**config.mk**
```make
export PLATFORM = sky130hd
export DESIGN_NAME = uart_transmitter
export DESIGN_NICKNAME = d
export VERILOG_FILES = /design/src/rtl/uart_transmitter_pkg.sv /design/src/rtl/uart_transmitter_bit_timer.sv /design/src/rtl/uart_transmitter.sv
export SDC_FILE = /design/constraint.sdc
export NUM_CORES = 1
export LEC_CHECK = 0
export CAP_MARGIN = 0
export CORE_ASPECT_RATIO = 1.5
export CORE_MARGIN = 8
export CORE_UTILIZATION = 55
export DETAILED_ROUTE_END_ITERATION = 8
export PLACE_DENSITY = 0.8
export SLEW_MARGIN = 20
export SYNTH_ARGS = -nofsm -noshare
export SYNTH_HDL_FRONTEND = slang
export SYNTH_SLANG_ARGS = --single-unit
```
**constraint.sdc**
```tcl
create_clock -name i_clock -period 6.1 [get_ports i_clock]
set_clock_uncertainty 0.15 [all_clocks]
set_input_delay 0.915 -clock i_clock [delete_from_list [all_inputs] [get_ports i_clock]]
set_output_delay 0.915 -clock i_clock [all_outputs]
set_load 0.01 [all_outputs]
```
**src/rtl/uart_transmitter_pkg.sv**
```systemverilog
// Shared UART definitions: FSM state encoding, default frame constants
// and line levels used by both the transmitter and the receiver.
package uart_transmitter_pkg;

    typedef enum logic [1:0] {
        ST_IDLE  = 2'd0,
        ST_START = 2'd1,
        ST_DATA  = 2'd2,
        ST_STOP  = 2'd3
    } uart_state_t;

    localparam int UART_CLOCKS_PER_BIT = 434;
    localparam int UART_DATA_WIDTH     = 8;

    localparam logic UART_LINE_IDLE   = 1'b1;
    localparam logic UART_START_LEVEL = 1'b0;
    localparam logic UART_STOP_LEVEL  = 1'b1;

    // A frame occupies the line in every state except IDLE.
    function automatic logic uart_frame_active(uart_state_t s);
        return s != ST_IDLE;
    endfunction

endpackage

```
**src/rtl/uart_transmitter_bit_timer.sv**
```systemverilog
// Per-bit clock counter: counts 0..CLOCKS_PER_BIT-1 while enabled and
// raises a one-cycle strobe on the last cycle of every bit period.
module uart_transmitter_bit_timer #(
    parameter int CLOCK_COUNTER_WIDTH = 10,
    parameter int CLOCKS_PER_BIT      = 434
) (
    input  logic clock,
    input  logic reset,
    input  logic enable,
    output logic bit_end
);

    localparam logic [CLOCK_COUNTER_WIDTH-1:0] LAST_COUNT =
        CLOCK_COUNTER_WIDTH'(CLOCKS_PER_BIT - 1);

    logic [CLOCK_COUNTER_WIDTH-1:0] count;

    assign bit_end = enable && (count == LAST_COUNT);

    // Counter restarts at every bit boundary and is held at 0 while idle.
    always_ff @(posedge clock or posedge reset) begin
        if (reset) begin
            count <= '0;
        end else if (!enable || bit_end) begin
            count <= '0;
        end else begin
            count <= count + 1'b1;
        end
    end

endmodule

```
**src/rtl/uart_transmitter.sv**
```systemverilog
// UART transmitter: one-entry holding register, start/data/stop framing,
// LSB first, back-to-back frames when a byte is waiting.
module uart_transmitter
    import uart_transmitter_pkg::*;
#(
    parameter int CLOCK_COUNTER_WIDTH = 10,
    parameter int BIT_COUNTER_WIDTH   = 3,
    parameter int DATA_WIDTH          = UART_DATA_WIDTH,
    parameter int CLOCKS_PER_BIT      = UART_CLOCKS_PER_BIT
) (
    input  logic                  i_clock,
    input  logic                  i_reset,
    input  logic [DATA_WIDTH-1:0] i_data,
    input  logic                  i_valid,
    output logic                  o_ready,
    output logic                  o_TX,
    output logic                  o_busy,
    output logic                  o_done
);

    localparam logic [BIT_COUNTER_WIDTH-1:0] LAST_BIT =
        BIT_COUNTER_WIDTH'(DATA_WIDTH - 1);

    uart_state_t state;
    uart_state_t state_next;

    logic [DATA_WIDTH-1:0]        hold_data;
    logic                         hold_full;
    logic [DATA_WIDTH-1:0]        shift_data;
    logic [DATA_WIDTH-1:0]        load_data;
    logic [BIT_COUNTER_WIDTH-1:0] bit_index;
    logic                         tx_q;
    logic                         tx_next;
    logic                         bit_end;
    logic                         accept;
    logic                         last_bit;
    logic                         load;
    logic                         shift_en;

    assign o_ready  = !hold_full;
    assign accept   = i_valid && o_ready;
    assign last_bit = (bit_index == LAST_BIT);
    assign o_TX     = tx_q;

    // A byte accepted on the very edge that ends the stop bit bypasses
    // the holding register and becomes the next frame directly.
    assign load_data = hold_full ? hold_data : i_data;

    uart_transmitter_bit_timer #(
        .CLOCK_COUNTER_WIDTH (CLOCK_COUNTER_WIDTH),
        .CLOCKS_PER_BIT      (CLOCKS_PER_BIT)
    ) u_bit_timer (
        .clock   (i_clock),
        .reset   (i_reset),
        .enable  (uart_frame_active(state)),
        .bit_end (bit_end)
    );

    // FSM state register.
    always_ff @(posedge i_clock or posedge i_reset) begin
        if (i_reset) begin
            state <= ST_IDLE;
        end else begin
            state <= state_next;
        end
    end

    // Next-state logic: advance on bit boundaries, chain frames when full.
    always_comb begin
        state_next = state;
        unique case (state)
            ST_IDLE: begin
                if (hold_full) begin
                    state_next = ST_START;
                end
            end
            ST_START: begin
                if (bit_end) begin
                    state_next = ST_DATA;
                end
            end
            ST_DATA: begin
                if (bit_end && last_bit) begin
                    state_next = ST_STOP;
                end
            end
            ST_STOP: begin
                if (bit_end) begin
                    if (hold_full || accept) begin
                        state_next = ST_START;
                    end else begin
                        state_next = ST_IDLE;
                    end
                end
            end
            default: state_next = ST_IDLE;
        endcase
    end

    // Output/control logic: next line level, shifter load and shift.
    always_comb begin
        load     = 1'b0;
        shift_en = 1'b0;
        tx_next  = tx_q;
        o_busy   = uart_frame_active(state);
        o_done   = 1'b0;
        unique case (state)
            ST_IDLE: begin
                tx_next = UART_LINE_IDLE;
                if (hold_full) begin
                    load    = 1'b1;
                    tx_next = UART_START_LEVEL;
                end
            end
            ST_START: begin
                if (bit_end) begin
                    tx_next = shift_data[0];
                end
            end
            ST_DATA: begin
                if (bit_end) begin
                    if (last_bit) begin
                        tx_next = UART_STOP_LEVEL;
                    end else begin
                        shift_en = 1'b1;
                        tx_next  = shift_data[1];
                    end
                end
            end
            ST_STOP: begin
                if (bit_end) begin
                    o_done = 1'b1;
                    if (hold_full || accept) begin
                        load    = 1'b1;
                        tx_next = UART_START_LEVEL;
                    end else begin
                        tx_next = UART_LINE_IDLE;
                    end
                end
            end
            default: begin
                tx_next = UART_LINE_IDLE;
            end
        endcase
    end

    // Holding register: emptied when its byte moves into the shifter.
    always_ff @(posedge i_clock or posedge i_reset) begin
        if (i_reset) begin
            hold_full <= 1'b0;
            hold_data <= '0;
        end else if (load) begin
            hold_full <= 1'b0;
        end else if (accept) begin
            hold_full <= 1'b1;
            hold_data <= i_data;
        end
    end

    // Shift register keeps the bit on the line at position 0.
    always_ff @(posedge i_clock or posedge i_reset) begin
        if (i_reset) begin
            shift_data <= '0;
        end else if (load) begin
            shift_data <= load_data;
        end else if (shift_en) begin
            shift_data <= shift_data >> 1;
        end
    end

    // Data-bit index, wrapping to 0 as the last data bit ends.
    always_ff @(posedge i_clock or posedge i_reset) begin
        if (i_reset) begin
            bit_index <= '0;
        end else if (state == ST_DATA && bit_end) begin
            bit_index <= last_bit ? '0 : bit_index + 1'b1;
        end
    end

    // Registered serial line, high while idle or in reset.
    always_ff @(posedge i_clock or posedge i_reset) begin
        if (i_reset) begin
            tx_q <= UART_LINE_IDLE;
        end else begin
            tx_q <= tx_next;
        end
    end

endmodule

```
# Word-level counts from Yosys, hierarchy flattened
# Cells that the tools add are included.
# totals
reg_bits,33
input_bits,11
# classes
addsub,2
n_eq_ne,10
n_mux,29
bitwise,1
n_reduce_logical,15
# ops
op,count
two-way mux 8 bit,3
two-way mux 1 bit,17
adder 10 x 1 -> 10 bit (second input constant),1
equality test 10 x 9 -> 1 bit (second input constant),1
two-way mux 10 bit,1
inequality test 2 bit (second input constant),5
two-way mux 2 bit,4
case mux 2 bit (4 select lines),1
nonzero test 2 bit,3
equality test 2 bit (second input constant),2
logical AND 1 bit,4
case mux 1 bit (4 select lines),1
AND reduction 4 bit,1
adder 3 x 1 -> 3 bit (second input constant),1
equality test 3 bit (second input constant),1
two-way mux 3 bit,1
AND reduction 3 bit,1
equality test 2 x 1 -> 1 bit (second input constant),1
logical NOT 1 bit,2
logical NOT 2 bit,1
logical OR 1 bit,2
case mux 1 bit (2 select lines),1
AND reduction 2 bit,1
inverter 1 bit,1

# Depth between registers and ports, before layout
# Gate-level depths: netlist (run 1).
# logic_depth
word_depth,8
ltp_mapped,8
depth_no_buf,6

# By module
# From an unflattened synthesis (run 1), not the netlist that was laid out.
# unflattened
cells_unflattened,154
area_unflattened_um2,1796.7
# by_module_without_submodules
module,n_inst,cells_per_inst,area_per_inst_um2
uart_transmitter,1,99,1247.4
uart_transmitter_bit_timer,1,55,549.3

# Worst setup path after synthesis (run 1)
# OpenSTA, ideal clock, no wires.
# synth_path
path_kind,reg2out
from,register state[0]
to,output o_done
arrival_ps,1301
setup_slack_ps,3734
stages_incl_launch_ff,6
n_path_buf,0
path_cell_list,dfrtp_1 > inv_1 > ha_1 > inv_1 > and4b_1 > and2_1
# synth_via
elab_chain_len,4
word_cells_on_any_way,5
classes_between,eq/ne (1); mux (2); reduce/logical (2)
# synth_rtl
item,line_no,rtl
start: declaration,uart_transmitter.sv:24,uart_state_t state;
start signal: assignment,uart_transmitter.sv:64,state <= state_next;
nonzero test 2 bit,n/a,
via o_busy,uart_transmitter.sv:17,"output logic o_busy,"
logical AND 1 bit,uart_transmitter_bit_timer.sv:18,assign bit_end = enable && (count == LAST_COUNT);
two-way mux 1 bit,uart_transmitter.sv:131,if (bit_end) begin
two-way mux 1 bit,uart_transmitter.sv:107,unique case (state)
end: declaration,uart_transmitter.sv:18,output logic o_done
# The timed path passes the listed nets, and every way through them passes these cells.

# Worst setup path after layout (run 1)
# layout_path
from,register state[0]
to,output o_done
# layout_via
elab_chain_len,4
word_cells_on_any_way,5
classes_between,eq/ne (1); mux (2); reduce/logical (2)
# layout_rtl
item,line_no,rtl
nonzero test 2 bit,uart_transmitter_pkg.sv:21,return s != ST_IDLE;
logical AND 1 bit,uart_transmitter_bit_timer.sv:18,
two-way mux 1 bit,uart_transmitter.sv:131,
two-way mux 1 bit *,uart_transmitter.sv:107,
# Every way passes the cells marked *; elsewhere a longest branch is shown, timed or not.

==> reports/qor.csv, run 1 <==
metric;value;unit
cts_setup_buffers;0;
run_status;finished, final reports clean;
grt_usage;15.1;%
cts_tree;built;
cts_sinks;33;
power.total;468;uW
initial_utilization;58.1;%
p_per_area;222;nW/um2
synthCells;163;
cts_resized;0;
hold_violations;0;
first_global_vias;1421;
vias_per_cell;5.90;
pwr-share-comb;5.9;%
boundaryPins;15;
dp_hpwl;2.90;mm
row_count;25;
synth-xor-area-share;2.86;%
place_worst_setup_slack;2900;ps
worst_slew_pin_slew;676;ps
root_buffer;clkbuf_8;
synth_edf_count;0;
ctsHoldBuffers;0;
pwr-share-seq;49.0;%
dr_total_vias;1292;
setup-violations-final;0;
leakage;1.00;nW
min_period;3350;ps
firstDrtPassIters;4;
grt_antenna_before_repair;0;
placed_area;1990;um2
grt_pass1_wl;6.40;mm
yosys.area_share.adder;6.13;%
synth-compound-area-share;13.6;%
cap_violations;0;
synth_seq_cells;33;
max_freq;0.299;GHz
finalCritPeriodShare;54.9;%
final_max_slew_viol_count;0;
yosys.area_share.simple;11.9;%
final_cell_count_no_fill;219;
setup_slack;2750;ps
relSlewSlack;54.9;%
peakVddDrop;0.201;mV
critical_path.endpoint_type;output pin;
p_clk_share;45.2;%
fin_util;66.7;%
intPower;375;uW
worst_skew_pair.late_latency;280;ps
grt_start_max_net_pins;22;
tns;0;ps
fin_nets;198;
stdcell_area;2110;um2
synthArstFlopShare;100;%
arrival;2280;ps
synth.distinct_cells;41;
whs;359;ps
avgSynthCellArea;11.3;um2
port_buffers;14;
path_class;reg -> out;
clk_pin_slew;70;ps
syn_nets;183;
wl;3.86;mm
rsz0062_at_grt;no;
fp.dieH;86.8;um
routabilityCongestion;0.805;
synth_top_family_by_area;multiplexers;
fp.coreArea;3160;um2
layout-drive-gt1-share;14.5;%
start_kind;flop;
dp.cells;211;
route.detailed.drc;0;
cp.required;5030;ps
swShare;19.8;%
hp-class;reg -> reg;
dieArea;5480;um2
power.switching;92.7;uW
seq_area_frac_synth;45.0;%
syn_area;1840;um2
yosys_most_used_dff;dfrtp_1;
die_w;63.2;um
area_growth;14.8;%
drt_iter0_drc;34;
antenna_cells;0;
wl_per_cell;17.6;um
muxShareOfSynthArea;16.7;%
grt_overflow_total;0;
drt.antenna.violating_nets;0;
cts_made_buffers;5;
synth_warnings;0;
cts.path.max_buffers;2;
cts.htree.levels;2;
worst-path-max-fanout;6;
## worst paths after layout
check                                      from              endpoint  slack [ps]  cells after the start
min reg2reg                       shift_data[3]         shift_data[3]         360                      1
max                                    state[0]                o_done        2750                      6
max reg2reg                u_bit_timer.count[1]          hold_data[7]        3310                      6
min                               shift_data[3]         shift_data[3]         360                      1
max in group asynchronous               i_reset         shift_data[2]        4300                      3
min in group asynchronous               i_reset  u_bit_timer.count[9]         830                      2
## cells in the mapped netlist, types with 4 or more instances
| cell | n | area share (%) |
|---|---|---|
| dfrtp_1 | 32 | 44 |
| mux2i_1 | 13 | 7.1 |
| nor2_1 | 12 | 2.5 |
| ha_1 | 9 | 6.1 |
| a21oi_1 | 8 | 2.2 |
| mux2_4 | 8 | 6.5 |
| o211ai_1 | 8 | 3.3 |
| inv_1 | 7 | 1.4 |
| nand2_1 | 6 | 1.2 |
| mux2_2 | 5 | 3.1 |
| nor3_1 | 5 | 1.4 |
| buf_2 | 4 | 1.1 |
| o2bb2ai_1 | 4 | 1.9 |
| xnor2_1 | 4 | 1.9 |
## state kept, by name, summed over array words and instances, names as in the netlist
| signal | cells |
|---|---|
| hold_data | 8 |
| shift_data | 8 |
| o_TX | 1 |
| u_bit_timer.count | 10 |
| hold_full | 1 |
| bit_index | 3 |
| state | 2 |
## routing by layer
metal / share of wire (%) / routed length (um) / track usage, %
met2: 55 / 2130 / 28.2
met1: 38 / 1470 / 13.8
met3: 3.1 / 121 / 4.39
met5: 0 / 0 / 0
met4: 3.7 / 142 / 10.2
## placed cells by master (no fill, tap or decap), types with 3 or more instances in the layout
cell type         n
a21oi_1           8
mux2i_1          13
xnor2_1           4
o2bb2ai_1         4
dfrtp_1          32
nand3_1           3
clkbuf_8          6
inv_1             7
nor2_1           12
clkdlybuf4s50_1  14
o211ai_1          8
mux2_4            8
ha_1              9
nor3_1            5
nand2_1           6
mux2_2            5
nor2b_1           3
## power groups by stage
stage,clock (mW),combinational (mW),sequential (mW)
finish,0.211,0.0274,0.229
global route,0.223,0.0297,0.230
CTS,0.217,0.0281,0.229
detailed placement,0,0.0281,0.233
global placement,0,0.0266,0.232
floorplan,0,0.0164,0.231
## kinds of logic (layout without fill, tap and decap cells)
group / count (synthesis) / count (layout)
DFF: 33 / 33
xor gates and xnor gates: 6 / 6
AOI/OAI and AO/OA: 35 / 35
buffers and inverters: 14 / 30
adders and majority gates: 9 / 9
and+or+nand+nor: 40 / 40
muxes: 26 / 26
## layout make-up
cell class              count  area [um2]
multi-input cells         116         941
well taps                  40        50.0
flip-flops and latches     33         827
repair buffers             15         148
fillers                   237        1050
inverters                   7        26.3
clock inverters             1        30.0
clock buffers               7        86.3
## worst max-delay path, stage by stage (launching register included)
cell	delay [ps]
dfrtp_1	440
inv_1	130
ha_1	320
inv_1	110
and4b_1	300
and2_1	160
clkdlybuf4s50_1	530
Note: power is estimated with default switching activity, not from simulation.
==> inputs of run 2 (changes only) <==
- clock period: 6.1 -> 3.1 ns (I/O delays scaled with it)
==> run 2 against run 1 <==
  * Final cell count increased by 0.91%
  * Global-route usage decreased by 0.85 points
  * Clock-buffer cell count unchanged
  * Wire length decreased by 5.9%
  * Critical endpoint unchanged
  * Largest power group unchanged
==> reports/qor.csv, run 2 (synthesis gave the netlist of run 1 again) <==
metric;value;unit;change
hold_violations;0;;unchanged
cts_made_buffers;5;;unchanged
cap_violations;0;;unchanged
first_global_vias;1442;;was 1421
fp.dieH;86.8;um;unchanged
ctsHoldBuffers;0;;unchanged
cts_resized;0;;unchanged
setup-violations-final;0;;unchanged
cts_tree;built;;unchanged
reg.largest.list;u_bit_timer.count x10, hold_data x8, shift_data x8;;unchanged
worstHoldPathCells;1;;unchanged
boundaryPins;15;;unchanged
area_growth;15.6;%;was 14.8%
setup_slack;204;ps;was 2750 ps
drt.antenna.violating_nets;0;;unchanged
initial_utilization;58.1;%;unchanged
whs;355;ps;was 359 ps
grt_overflow_total;0;;unchanged
hp-class;reg -> reg;;unchanged
dp_hpwl;2.68;mm;was 2.90 mm
port_buffers;14;;unchanged
route.detailed.drc;0;;unchanged
tns;0;ps;unchanged
fin_nets;200;;was 198
cts.path.max_buffers;2;;unchanged
worst_skew_pair.late_latency;290;ps;was 280 ps
leakage;1.01;nW;was 1.00 nW
p_per_area;433;nW/um2;was 222 nW/um2
peakVddDrop;0.374;mV;was 0.201 mV
cts.htree.levels;2;;unchanged
path_class;reg -> out;;unchanged
grt_pass1_wl;6.31;mm;was 6.40 mm
critical_path.endpoint_type;output pin;;unchanged
cp.required;2480;ps;was 5030 ps
hold_start;shift_data[2];;was shift_data[3]
layout_commonest_cell;dfrtp_1;;unchanged
hold_path_end;shift_data[2];;was shift_data[3]
cts_sinks;33;;unchanged
root_buffer;clkbuf_8;;unchanged
cp_top_family;simple AND/OR/NAND/NOR gates;;was buffers and inverters
regMostFlops;u_bit_timer.count;;unchanged
row_count;25;;unchanged
place_worst_setup_slack;543;ps;was 2900 ps
vias_per_cell;5.88;;was 5.90
grt_start_max_net_pins;21;;was 22
worst_slew_pin_slew;684;ps;was 676 ps
crit_chain;inv_1, ha_1, nor3b_1, and4b_1, and2_1, clkdlybuf4s50_1;;was inv_1, ha_1, inv_1, and4b_1, and2_1, clkdlybuf4s50_1
cts_setup_buffers;0;;unchanged
largest_register_ffs;10;;unchanged
layout_common_cells;dfrtp_1 (32), clkdlybuf4s50_1 (14), mux2i_1 (13);;unchanged
die_w;63.2;um;unchanged
worst_r2r_path_depth;6;;unchanged
r2r_end;hold_data[2];;was hold_data[7]
antenna_cells;0;;unchanged
max_freq;0.345;GHz;
slowest_delay;530;ps;about the same
min_period;2900;ps;
rsz0062_at_grt;no;;unchanged
grt_antenna_before_repair;0;;unchanged
finalCritPeriodShare;93.4;%;
firstDrtPassIters;4;;unchanged
critPathBufInv;2;;was 3
dieArea;5480;um2;unchanged
clk_pin_slew;60;ps;was 70 ps
drt_iter0_drc;69;;was 34
wl;3.63;mm;was 3.86 mm
arrival;2280;ps;about the same
start_kind;flop;;unchanged
worst-path-max-fanout;5;;was 6
grt_usage;14.3;%;was 15.1%
fp.coreArea;3160;um2;unchanged
power.total;920;uW;was 468 uW
layout-drive-gt1-share;15.5;%;was 14.5%
r2r-start;state[0];;was u_bit_timer.count[1]
wl_per_cell;16.4;um;was 17.6 um
run_status;finished, final reports clean;;unchanged
dr_total_vias;1300;;was 1292
final_max_slew_viol_count;0;;unchanged
rrSetupSlack;740;ps;was 3310 ps
relSlewSlack;54.4;%;was 54.9%
routabilityCongestion;0.883;;was 0.805
crit_slowest_cell;clkdlybuf4s50_1;;unchanged
==> run 2: cell types whose count changed in the layout (fill, tap and decap cells not counted), sizes merged <==
| cell | change |
|---|---|
| buf | +2 |
==> run 2: final cells by class <==
type | instances | area (um2)
Inverter | 7 | 26.3
Fill cell | 242 | 1040
Multi-Input combinational cell | 116 | 941
Timing Repair Buffer | 17 | 163
Sequential cell | 33 | 827
Clock inverter | 1 | 30.0
Tap cell | 40 | 50.0
Clock buffer | 7 | 86.3
==> run 2: report_power, final <==
part | leakage (nW) | switching [mW] | internal [mW]
Sequential | 0.404 | 0.00763 | 0.443
Clock | 0.0585 | 0.154 | 0.262
Combinational | 0.550 | 0.0206 | 0.0328
Total | 1.01 | 0.182 | 0.738
==> run 2: how the worst max path moves through the flow <==
stage                              start           end  cells after the start
finish              u_bit_timer.count[1]        o_done                      6
CTS                 u_bit_timer.count[1]        o_done                      6
floorplan                       state[0]  hold_data[0]                      7
global route        u_bit_timer.count[1]        o_done                      6
detailed placement  u_bit_timer.count[1]        o_done                      6
global placement    u_bit_timer.count[1]        o_done                      6
==> run 2: per-layer routing <==
metal / up-vias / GRT usage (%) / part of all wire (%)
met5: - / 0 / 0
met4: 0 / 7.54 / 3.1
met3: 14 / 4.00 / 3.9
met2: 22 / 24.7 / 53
met1: 644 / 15.4 / 40
li1: 620 / - / -
==> run 2: stage by stage <==
| step | std cells | util [%] | instance area [um2] |
|---|---|---|---|
| after floorplan | 163 | - | 1840 |
| after global placement | 213 | 63.5 | 2010 |
| after detailed placement | 213 | 63.5 | 2010 |
| after CTS | 221 | 67.2 | 2120 |
| after global routing | 221 | 67.2 | 2120 |
| final | 221 | 67.2 | 2120 |
==> inputs of run 3 (changes only) <==
- clock period: 3.1 -> 2.9 ns (I/O delays scaled with it)
==> run 3 against run 2 <==
  * Combinational power is 11% higher
  * Global-route usage decreased by 0.35 points
  * Register-to-register slack got worse by 240 ps
  * Core utilization is 0.20 points lower
==> reports/qor.csv, run 3 (synthesis gave the netlist of run 1 again) <==
metric;value;unit;change
run_status;finished, final reports clean;;unchanged
boundaryPins;15;;unchanged
tns;0;ps;unchanged
start_kind;flop;;unchanged
grt_antenna_before_repair;0;;unchanged
grt_start_max_net_pins;21;;unchanged
row_count;25;;unchanged
port_buffers;14;;unchanged
drt_iter0_drc;50;;was 69
cts_resized;0;;unchanged
hold_violations;0;;unchanged
regMostFlops;u_bit_timer.count;;unchanged
layout-drive-gt1-share;17.4;%;was 15.5%
max_freq;0.357;GHz;
peakVddDrop;0.322;mV;was 0.374 mV
setup-violations-final;0;;unchanged
relSlewSlack;53.7;%;was 54.4%
hp-class;reg -> reg;;unchanged
cts_made_buffers;5;;unchanged
first_global_vias;1340;;was 1442
cts_setup_buffers;0;;unchanged
drt.antenna.violating_nets;0;;unchanged
fp.coreArea;3160;um2;unchanged
fp.dieH;86.8;um;unchanged
largest_register_ffs;10;;unchanged
reg.largest.list;u_bit_timer.count x10, hold_data x8, shift_data x8;;unchanged
antenna_cells;0;;unchanged
worst_slew_pin_slew;693;ps;was 684 ps
ctsHoldBuffers;0;;unchanged
cp.required;2320;ps;was 2480 ps
cts_tree;built;;unchanged
worst-path-max-fanout;6;;was 5
pwr-share-seq;55.2;%;was 49.0%
min_period;2800;ps;
wl_per_cell;16.4;um;about the same
cap_violations;0;;unchanged
critical_path.endpoint_type;output pin;;unchanged
grt_pass1_wl;6.13;mm;was 6.31 mm
fin_nets;203;;was 200
intPower;676;uW;was 738 uW
route.detailed.drc;0;;unchanged
swShare;22.4;%;was 19.8%
multi_input_area;946;um2;was 941 um2
cts.path.max_buffers;2;;unchanged
arrival;2220;ps;was 2280 ps
layout_common_cells;dfrtp_1 (32), clkdlybuf4s50_1 (14), mux2i_1 (13);;unchanged
whs;361;ps;was 355 ps
grt_overflow_total;0;;unchanged
nFillCells;244;;was 242
path_class;reg -> out;;unchanged
die_w;63.2;um;unchanged
dr_total_vias;1308;;was 1300
routabilityCongestion;0.829;;was 0.883
power.switching;195;uW;was 182 uW
worst_skew_pair.late_latency;280;ps;was 290 ps
register_area;827;um2;unchanged
final_max_slew_viol_count;0;;unchanged
dp.cells;216;;was 213
area_growth;15.3;%;was 15.6%
leakage;1.02;nW;was 1.01 nW
finalCritPeriodShare;96.7;%;
cts.htree.levels;2;;unchanged
p_per_area;412;nW/um2;was 433 nW/um2
dp_hpwl;2.74;mm;was 2.68 mm
p_clk_share;38.0;%;was 45.2%
final_cell_count_no_fill;224;;was 221
dieArea;5480;um2;unchanged
root_buffer;clkbuf_8;;unchanged
firstDrtPassIters;4;;unchanged
clk_pin_slew;70;ps;was 60 ps
wl;3.66;mm;was 3.63 mm
cts_sinks;33;;unchanged
pwr-share-comb;6.8;%;was 5.8%
initial_utilization;58.1;%;unchanged
layout_commonest_cell;dfrtp_1;;unchanged
grt_usage;13.9;%;was 14.3%
vias_per_cell;5.84;;was 5.88
run 3: final timing paths:
kind	slack, ps	cells past startpoint	startpoint	to
hold reg to reg	360	1	hold_data[4]	hold_data[4]
setup reg to reg	500	6	state[0]	hold_data[6]
setup / recovery	100	6	state[0]	o_done
hold / removal	360	1	hold_data[4]	hold_data[4]
max in group asynchronous	1520	3	i_reset	o_TX
min in group asynchronous	400	2	i_reset	shift_data[2]
run 3: metal layers:
metal  routed length, um  global-route usage (%)  vias to the layer above
met5                   0                       0                        -
met4                  35                    6.11                        0
met3                 117                    3.61                        4
met2                2000                    25.1                       27
met1                1520                    14.9                      651
li1                    -                       -                      626
run 3: cell type report:
class | count | share of cell area [%]
Timing Repair Buffer | 20 | 8.75
Clock inverter | 2 | 0.473
Inverter | 7 | 1.24
Sequential cell | 33 | 39.1
Clock buffer | 6 | 3.43
Tap cell | 40 | 2.36
Multi-Input combinational cell | 116 | 44.7
run 3: power groups by stage:
stage	combinational, mW	sequential [mW]	clock (mW)
6_report	0.0591	0.481	0.332
5_1_grt	0.0647	0.482	0.357
4_1_cts	0.0602	0.481	0.338
3_5_place_dp	0.0596	0.489	0
3_3_place_gp	0.0577	0.488	0
2_1_floorplan	0.0346	0.487	0
run 3: metrics by stage:
stage / power (mW) / instance area (um2) / setup slack (ps) / util (%)
2_1_floorplan: 0.521 / 1840 / 849 / -
3_3_place_gp: 0.546 / 2030 / 470 / 64.2
3_5_place_dp: 0.549 / 2030 / 374 / 64.2
4_1_cts: 0.878 / 2110 / 69.1 / 66.9
5_1_grt: 0.903 / 2120 / -1.84 / 67.0
6_report: 0.871 / 2120 / 96.1 / 67.0
run 3: critical path, cell delays in order, from the launching register on:
cell and delay, ps:
dfrtp_1 420, inv_1 120, ha_1 300, inv_1 100
and4b_1 300, and2_1 150, clkdlybuf4s50_1 530
